==> config.mk <==
export PLATFORM = sky130hd
export DESIGN_NAME = chip_serializer
export DESIGN_NICKNAME = d
export VERILOG_FILES = /design/src/rtl/chip_driver_pkg.sv /design/src/rtl/chip_serializer_sclk_divider.sv /design/src/rtl/chip_serializer.sv
export SDC_FILE = /design/constraint.sdc
export NUM_CORES = 1
export LEC_CHECK = 0
export CELL_PAD_IN_SITES_DETAIL_PLACEMENT = 1
export CELL_PAD_IN_SITES_GLOBAL_PLACEMENT = 1
export CORE_UTILIZATION = 41
export DETAILED_ROUTE_END_ITERATION = 7
export PLACE_DENSITY_LB_ADDON = 0.1
export SETUP_SLACK_MARGIN = 0.15
export SYNTH_ARGS = -nofsm -noshare
export SYNTH_HDL_FRONTEND = slang
export SYNTH_SLANG_ARGS = --single-unit
==> constraint.sdc <==
create_clock -name clk -period 2.7 [get_ports clk]
set_input_delay 0.675 -clock clk [delete_from_list [all_inputs] [get_ports clk]]
set_output_delay 0.675 -clock clk [all_outputs]
set_load 0.02 [all_outputs]
==> src/rtl/chip_driver_pkg.sv <==
// Shared definitions for the speckle sensor chip driver: state encoding,
// default serializer geometry and small elaboration helpers.
package chip_driver_pkg;

    localparam logic [1:0] ST_ENC_IDLE     = 2'd0;
    localparam logic [1:0] ST_ENC_SHIFT_LO = 2'd1;
    localparam logic [1:0] ST_ENC_SHIFT_HI = 2'd2;
    localparam logic [1:0] ST_ENC_LOAD     = 2'd3;

    typedef enum logic [1:0] {
        ST_IDLE     = ST_ENC_IDLE,
        ST_SHIFT_LO = ST_ENC_SHIFT_LO,
        ST_SHIFT_HI = ST_ENC_SHIFT_HI,
        ST_LOAD     = ST_ENC_LOAD
    } state_t;

    localparam int DEF_WIDTH       = 16;
    localparam int DEF_CLK_DIV     = 4;
    localparam int DEF_LOAD_CYCLES = 2;

    function automatic int max_int(input int a, input int b);
        return (a > b) ? a : b;
    endfunction

endpackage

==> src/rtl/chip_serializer_sclk_divider.sv <==
// Phase timer for the serializer: counts cycles within the current phase and
// flags the last one; the FSM clears it on every phase change.
module sclk_divider #(
    parameter int PW = 3
) (
    input  logic          clk,
    input  logic          rst,
    input  logic          clear,
    input  logic [PW-1:0] limit,
    output logic          phase_end
);

    logic [PW-1:0] cnt;

    always_ff @(posedge clk or posedge rst) begin
        if (rst) begin
            cnt <= '0;
        end else if (clear) begin
            cnt <= '0;
        end else begin
            cnt <= cnt + PW'(1);
        end
    end

    assign phase_end = (cnt == (limit - PW'(1)));

endmodule

==> src/rtl/chip_serializer.sv <==
// Serial configuration driver: shifts a captured word MSB-first on a divided
// serial clock, then strobes sload so the sensor latches it.
//
// state    | meaning
// ---------+-----------------------------------------------
// IDLE     | waiting for start, all pins low
// SHIFT_LO | sclk low, current bit presented on sdata
// SHIFT_HI | sclk high, sdata held for the chip to sample
// LOAD     | sload high for LOAD_CYCLES, then done pulse
module chip_serializer
    import chip_driver_pkg::*;
#(
    parameter int WIDTH       = DEF_WIDTH,
    parameter int CLK_DIV     = DEF_CLK_DIV,
    parameter int LOAD_CYCLES = DEF_LOAD_CYCLES
) (
    input  logic             clk,
    input  logic             rst,
    input  logic             start,
    input  logic [WIDTH-1:0] data_in,
    output logic             busy,
    output logic             done,
    output logic             sclk,
    output logic             sdata,
    output logic             sload
);

    localparam int PW = $clog2(max_int(CLK_DIV, LOAD_CYCLES)) + 1;
    localparam int BW = $clog2(WIDTH);
    localparam logic [PW-1:0] DIV_LIM  = PW'(CLK_DIV);
    localparam logic [PW-1:0] LOAD_LIM = PW'(LOAD_CYCLES);
    localparam logic [BW-1:0] LAST_BIT = BW'(WIDTH - 1);

    generate
        if (WIDTH < 2) begin : g_bad_width
            $error("chip_serializer: WIDTH must be >= 2");
        end
        if (CLK_DIV < 1) begin : g_bad_div
            $error("chip_serializer: CLK_DIV must be >= 1");
        end
        if (LOAD_CYCLES < 1) begin : g_bad_load
            $error("chip_serializer: LOAD_CYCLES must be >= 1");
        end
    endgenerate

    state_t           state, state_nxt;
    logic [WIDTH-1:0] shreg, shreg_nxt;
    logic [BW-1:0]    bitcnt, bitcnt_nxt;
    logic [PW-1:0]    ph_limit;
    logic             ph_clear;
    logic             ph_end;

    sclk_divider #(
        .PW(PW)
    ) u_div (
        .clk      (clk),
        .rst      (rst),
        .clear    (ph_clear),
        .limit    (ph_limit),
        .phase_end(ph_end)
    );

    always_comb begin
        state_nxt  = state;
        shreg_nxt  = shreg;
        bitcnt_nxt = bitcnt;
        ph_limit   = DIV_LIM;
        case (state)
            ST_IDLE: begin
                if (start) begin
                    shreg_nxt  = data_in;
                    bitcnt_nxt = LAST_BIT;
                    state_nxt  = ST_SHIFT_LO;
                end
            end
            ST_SHIFT_LO: begin
                if (ph_end) begin
                    state_nxt = ST_SHIFT_HI;
                end
            end
            ST_SHIFT_HI: begin
                if (ph_end) begin
                    if (bitcnt == '0) begin
                        state_nxt = ST_LOAD;
                    end else begin
                        shreg_nxt  = {shreg[WIDTH-2:0], 1'b0};
                        bitcnt_nxt = bitcnt - BW'(1);
                        state_nxt  = ST_SHIFT_LO;
                    end
                end
            end
            ST_LOAD: begin
                ph_limit = LOAD_LIM;
                if (ph_end) begin
                    state_nxt = ST_IDLE;
                end
            end
            default: begin
                state_nxt = ST_IDLE;
            end
        endcase
        // The timer restarts on every phase boundary and is parked while idle.
        ph_clear = (state == ST_IDLE) || (state_nxt != state);
    end

    always_ff @(posedge clk or posedge rst) begin
        if (rst) begin
            state  <= ST_IDLE;
            shreg  <= '0;
            bitcnt <= '0;
        end else begin
            state  <= state_nxt;
            shreg  <= shreg_nxt;
            bitcnt <= bitcnt_nxt;
        end
    end

    // Outputs are decoded from the next state so every pin comes straight off a flop.
    always_ff @(posedge clk or posedge rst) begin
        if (rst) begin
            busy  <= 1'b0;
            done  <= 1'b0;
            sclk  <= 1'b0;
            sdata <= 1'b0;
            sload <= 1'b0;
        end else begin
            busy  <= (state_nxt != ST_IDLE);
            done  <= (state == ST_LOAD) && (state_nxt == ST_IDLE);
            sclk  <= (state_nxt == ST_SHIFT_HI);
            sload <= (state_nxt == ST_LOAD);
            sdata <= ((state_nxt == ST_SHIFT_LO) || (state_nxt == ST_SHIFT_HI))
                     ? shreg_nxt[WIDTH-1] : 1'b0;
        end
    end

endmodule

==> results_dict.tcl <==
set metrics [dict create \
    worstSetupPathType "reg -> reg" \
    std_cell_rows 21 \
    grt_use_total 0.174 \
    die_x_um 62.2 \
    via_count 1091 \
    min_path_type "reg -> reg" \
    switching_power_uw 181 \
    grt_pass1_wl_um 5340 \
    synthTopCellsByArea "dfrtp_1 50%, a221o_1 10%, and2_1 5.9%" \
    vias_per_cell 5.43 \
    avgSynthCellArea_um2 11.4 \
    grt_max_degree 31 \
    synth-async-reset-ratio 1.00 \
    drc 0 \
    drtIter0Drc 53 \
    first_pass_iters 4 \
    power_density_nw_per_um2 454 \
    min_delay_path_depth 1 \
    critPathCaptureType "register" \
    ys_types 36 \
    cts_root_buf "clkbuf_4" \
    synth_cells 131 \
    place.gp.congestion 0.730 \
    crit_required_ns 2.96 \
    pwr-share-seq 0.586 \
    grt_setup_unrepaired "no" \
    p_leak_uw 0.000817 \
    core_region_area_um2 3420 \
    final_cell_area_um2 1790 \
    multi_input_area_um2 652 \
    pin_count 24 \
    whs_ns 0.526 \
    cts_buffer_depth 2 \
    post-route-util 0.525 \
    hold_viol 0 \
    cts_sinks 30 \
    power_frac_comb 0.082 \
    worstRegToRegCells 5 \
    postRouteAntennaNets 0 \
    seq_area_frac_synth 0.505 \
    htree_levels 2 \
    yosysWarnings 0 \
    slew_headroom 0.473 \
    setup_viol 0 \
    fin_ws_ns 0.473 \
    synthesis.nets 156 \
    switching_share 0.223 \
    drive_above_1_share 0.0903 \
    outcome "finished clean" \
    dieHeight_um 62.2 \
    clkLatencyLatePin_ns 0.32 \
    postCtsSetupRepairBufs 0 \
    fin_nets 179 \
    fin_crit_sh 0.825 \
    nFillCells 381 \
    place_area_um2 1730 \
    cts_resized 0 \
    clkTransAtPathRegs_ns 0.09 \
    yosysTopAreaCellShare 0.505 \
    path_max_fanout 15 \
    syn2layout_area_growth_pct 20.4 \
    synth-edff-count 0 \
    die_area_um2 3870 \
    cts_buffers 5 \
    hold_buffers 0 \
    maxCapViolations 0 \
    slew_violations 0 \
    n_antenna_cell 0 \
    synth-seq-cells 30 \
    initial_core_util 0.436 \
    synth_top_area_cell "dfrtp_1" \
    ir_worst_vdd_v 0.000215 \
    fin_crit_ns 2.23 \
    cts_tree "built" \
    arrival_ns 2.48 \
    p_int_uw 631 \
    antenna_found_initial 0 \
    hpwl_um 2180 \
    synth_ff_type "dfrtp_1" \
    synth.cell_area_um2 1490 \
    final-seq-area_um2 751 \
    pwr-share-clk 0.332 \
    grt_overflow_total 0 \
    fin_skew_ns 0.00491 \
    portBuffers 23 \
    routedWlPerCell_um 15.1 \
    fmax_mhz 449 \
    totalNegativeSetupSlack_ns 0 \
    grt_pass1_vias 1136 \
    worst_pin_slew_ns 0.788 \
    cp-start-kind "register" \
    drt_wl_total_um 3040 \
    pre_cts_ws_ns 0.349 \
]
==> per-stage QoR <==
step	cells	power [uW]
after floorplan	131	514
after global placement	193	549
after detailed placement	193	553
after CTS	201	828
after global routing	201	853
final	201	813
==> state kept, by name, indices dropped and copies added (netlist names) <==
register / cells
shreg: 16
bitcnt: 4
u_div.cnt: 3
state: 2
busy: 1
done: 1
sclk: 1
sdata: 1
sload: 1
==> placed cells by master, fill, tap and decap left out, drive strengths merged, types with 2 or more instances in the layout <==
cell type	synthesis	layout
a211oi	2	2
a21oi	4	4
a221o	15	15
a31oi	2	2
and2	14	14
buf	5	2
clkbuf	4	7
clkdlybuf4s50	0	23
dfrtp	30	30
ha	6	6
inv	7	7
mux2i	4	4
nand2	4	4
nand2b	4	4
nand3	2	2
nand4	2	2
nor2	7	7
o21ai	2	2
==> final cells by class <==
type / instances / area share
inverter: 7 / 0.0147
clock buffer: 7 / 0.0307
tap: 46 / 0.0321
timing repair buffer: 25 / 0.137
multi-input combinational: 85 / 0.364
sequential: 30 / 0.419
clock inverter: 1 / 0.00279
==> cell usage after synthesis, types with 2 or more instances <==
master    count
and2_1       14
mux2i_1       4
buf_6         3
a221o_1      15
buf_2         2
nand2b_1      4
nand3_1       2
clkbuf_1      4
nand4_1       2
nor2_1        7
a211oi_1      2
nand2_1       4
a21oi_1       4
inv_1         7
dfrtp_1      30
ha_1          6
o21ai_0       2
==> metal layers <==
metal / routed length [um] / GRT usage
met1: 1480 / 0.245
met2: 1420 / 0.268
met3: 119 / 0.0441
met4: 25 / 0.0436
met5: 0 / 0
==> worst paths after layout <==
path / from / end / slack [ns]
max: bitcnt[0] / shreg[12] / 0.47
max in group asynchronous: rst / sdata / 1.71
min reg2reg: shreg[3] / shreg[3] / 0.53
max reg2reg: bitcnt[0] / shreg[12] / 0.47
min in group asynchronous: rst / shreg[6] / 0.72
min: shreg[3] / shreg[3] / 0.53
==> power by group through the flow <==
stage	combinational, uW	clock (uW)	sequential [uW]
floorplan	33.5	0	480
CTS	68.3	284	476
finish	66.7	270	476
global placement	65.3	0	484
detailed placement	68.7	0	484
global route	74.6	300	478
==> kinds of logic after synthesis <==
logic type | count (synthesis) | synth area share
buf+inv | 16 | 0.0572
compound gates | 33 | 0.193
flops | 30 | 0.505
mux | 4 | 0.0269
simple gates | 41 | 0.162
xor+xnor | 1 | 0.00589
fa+ha+maj | 6 | 0.0505
==> worst max-delay path, stage by stage (launching register included) <==
cell	delay [ns]
dfrtp_1	0.38
inv_1	0.11
ha_1	0.19
or3b_1	0.49
a31oi_2	0.72
a221o_1	0.27
No activity file was read; power rests on OpenSTA's default activity.
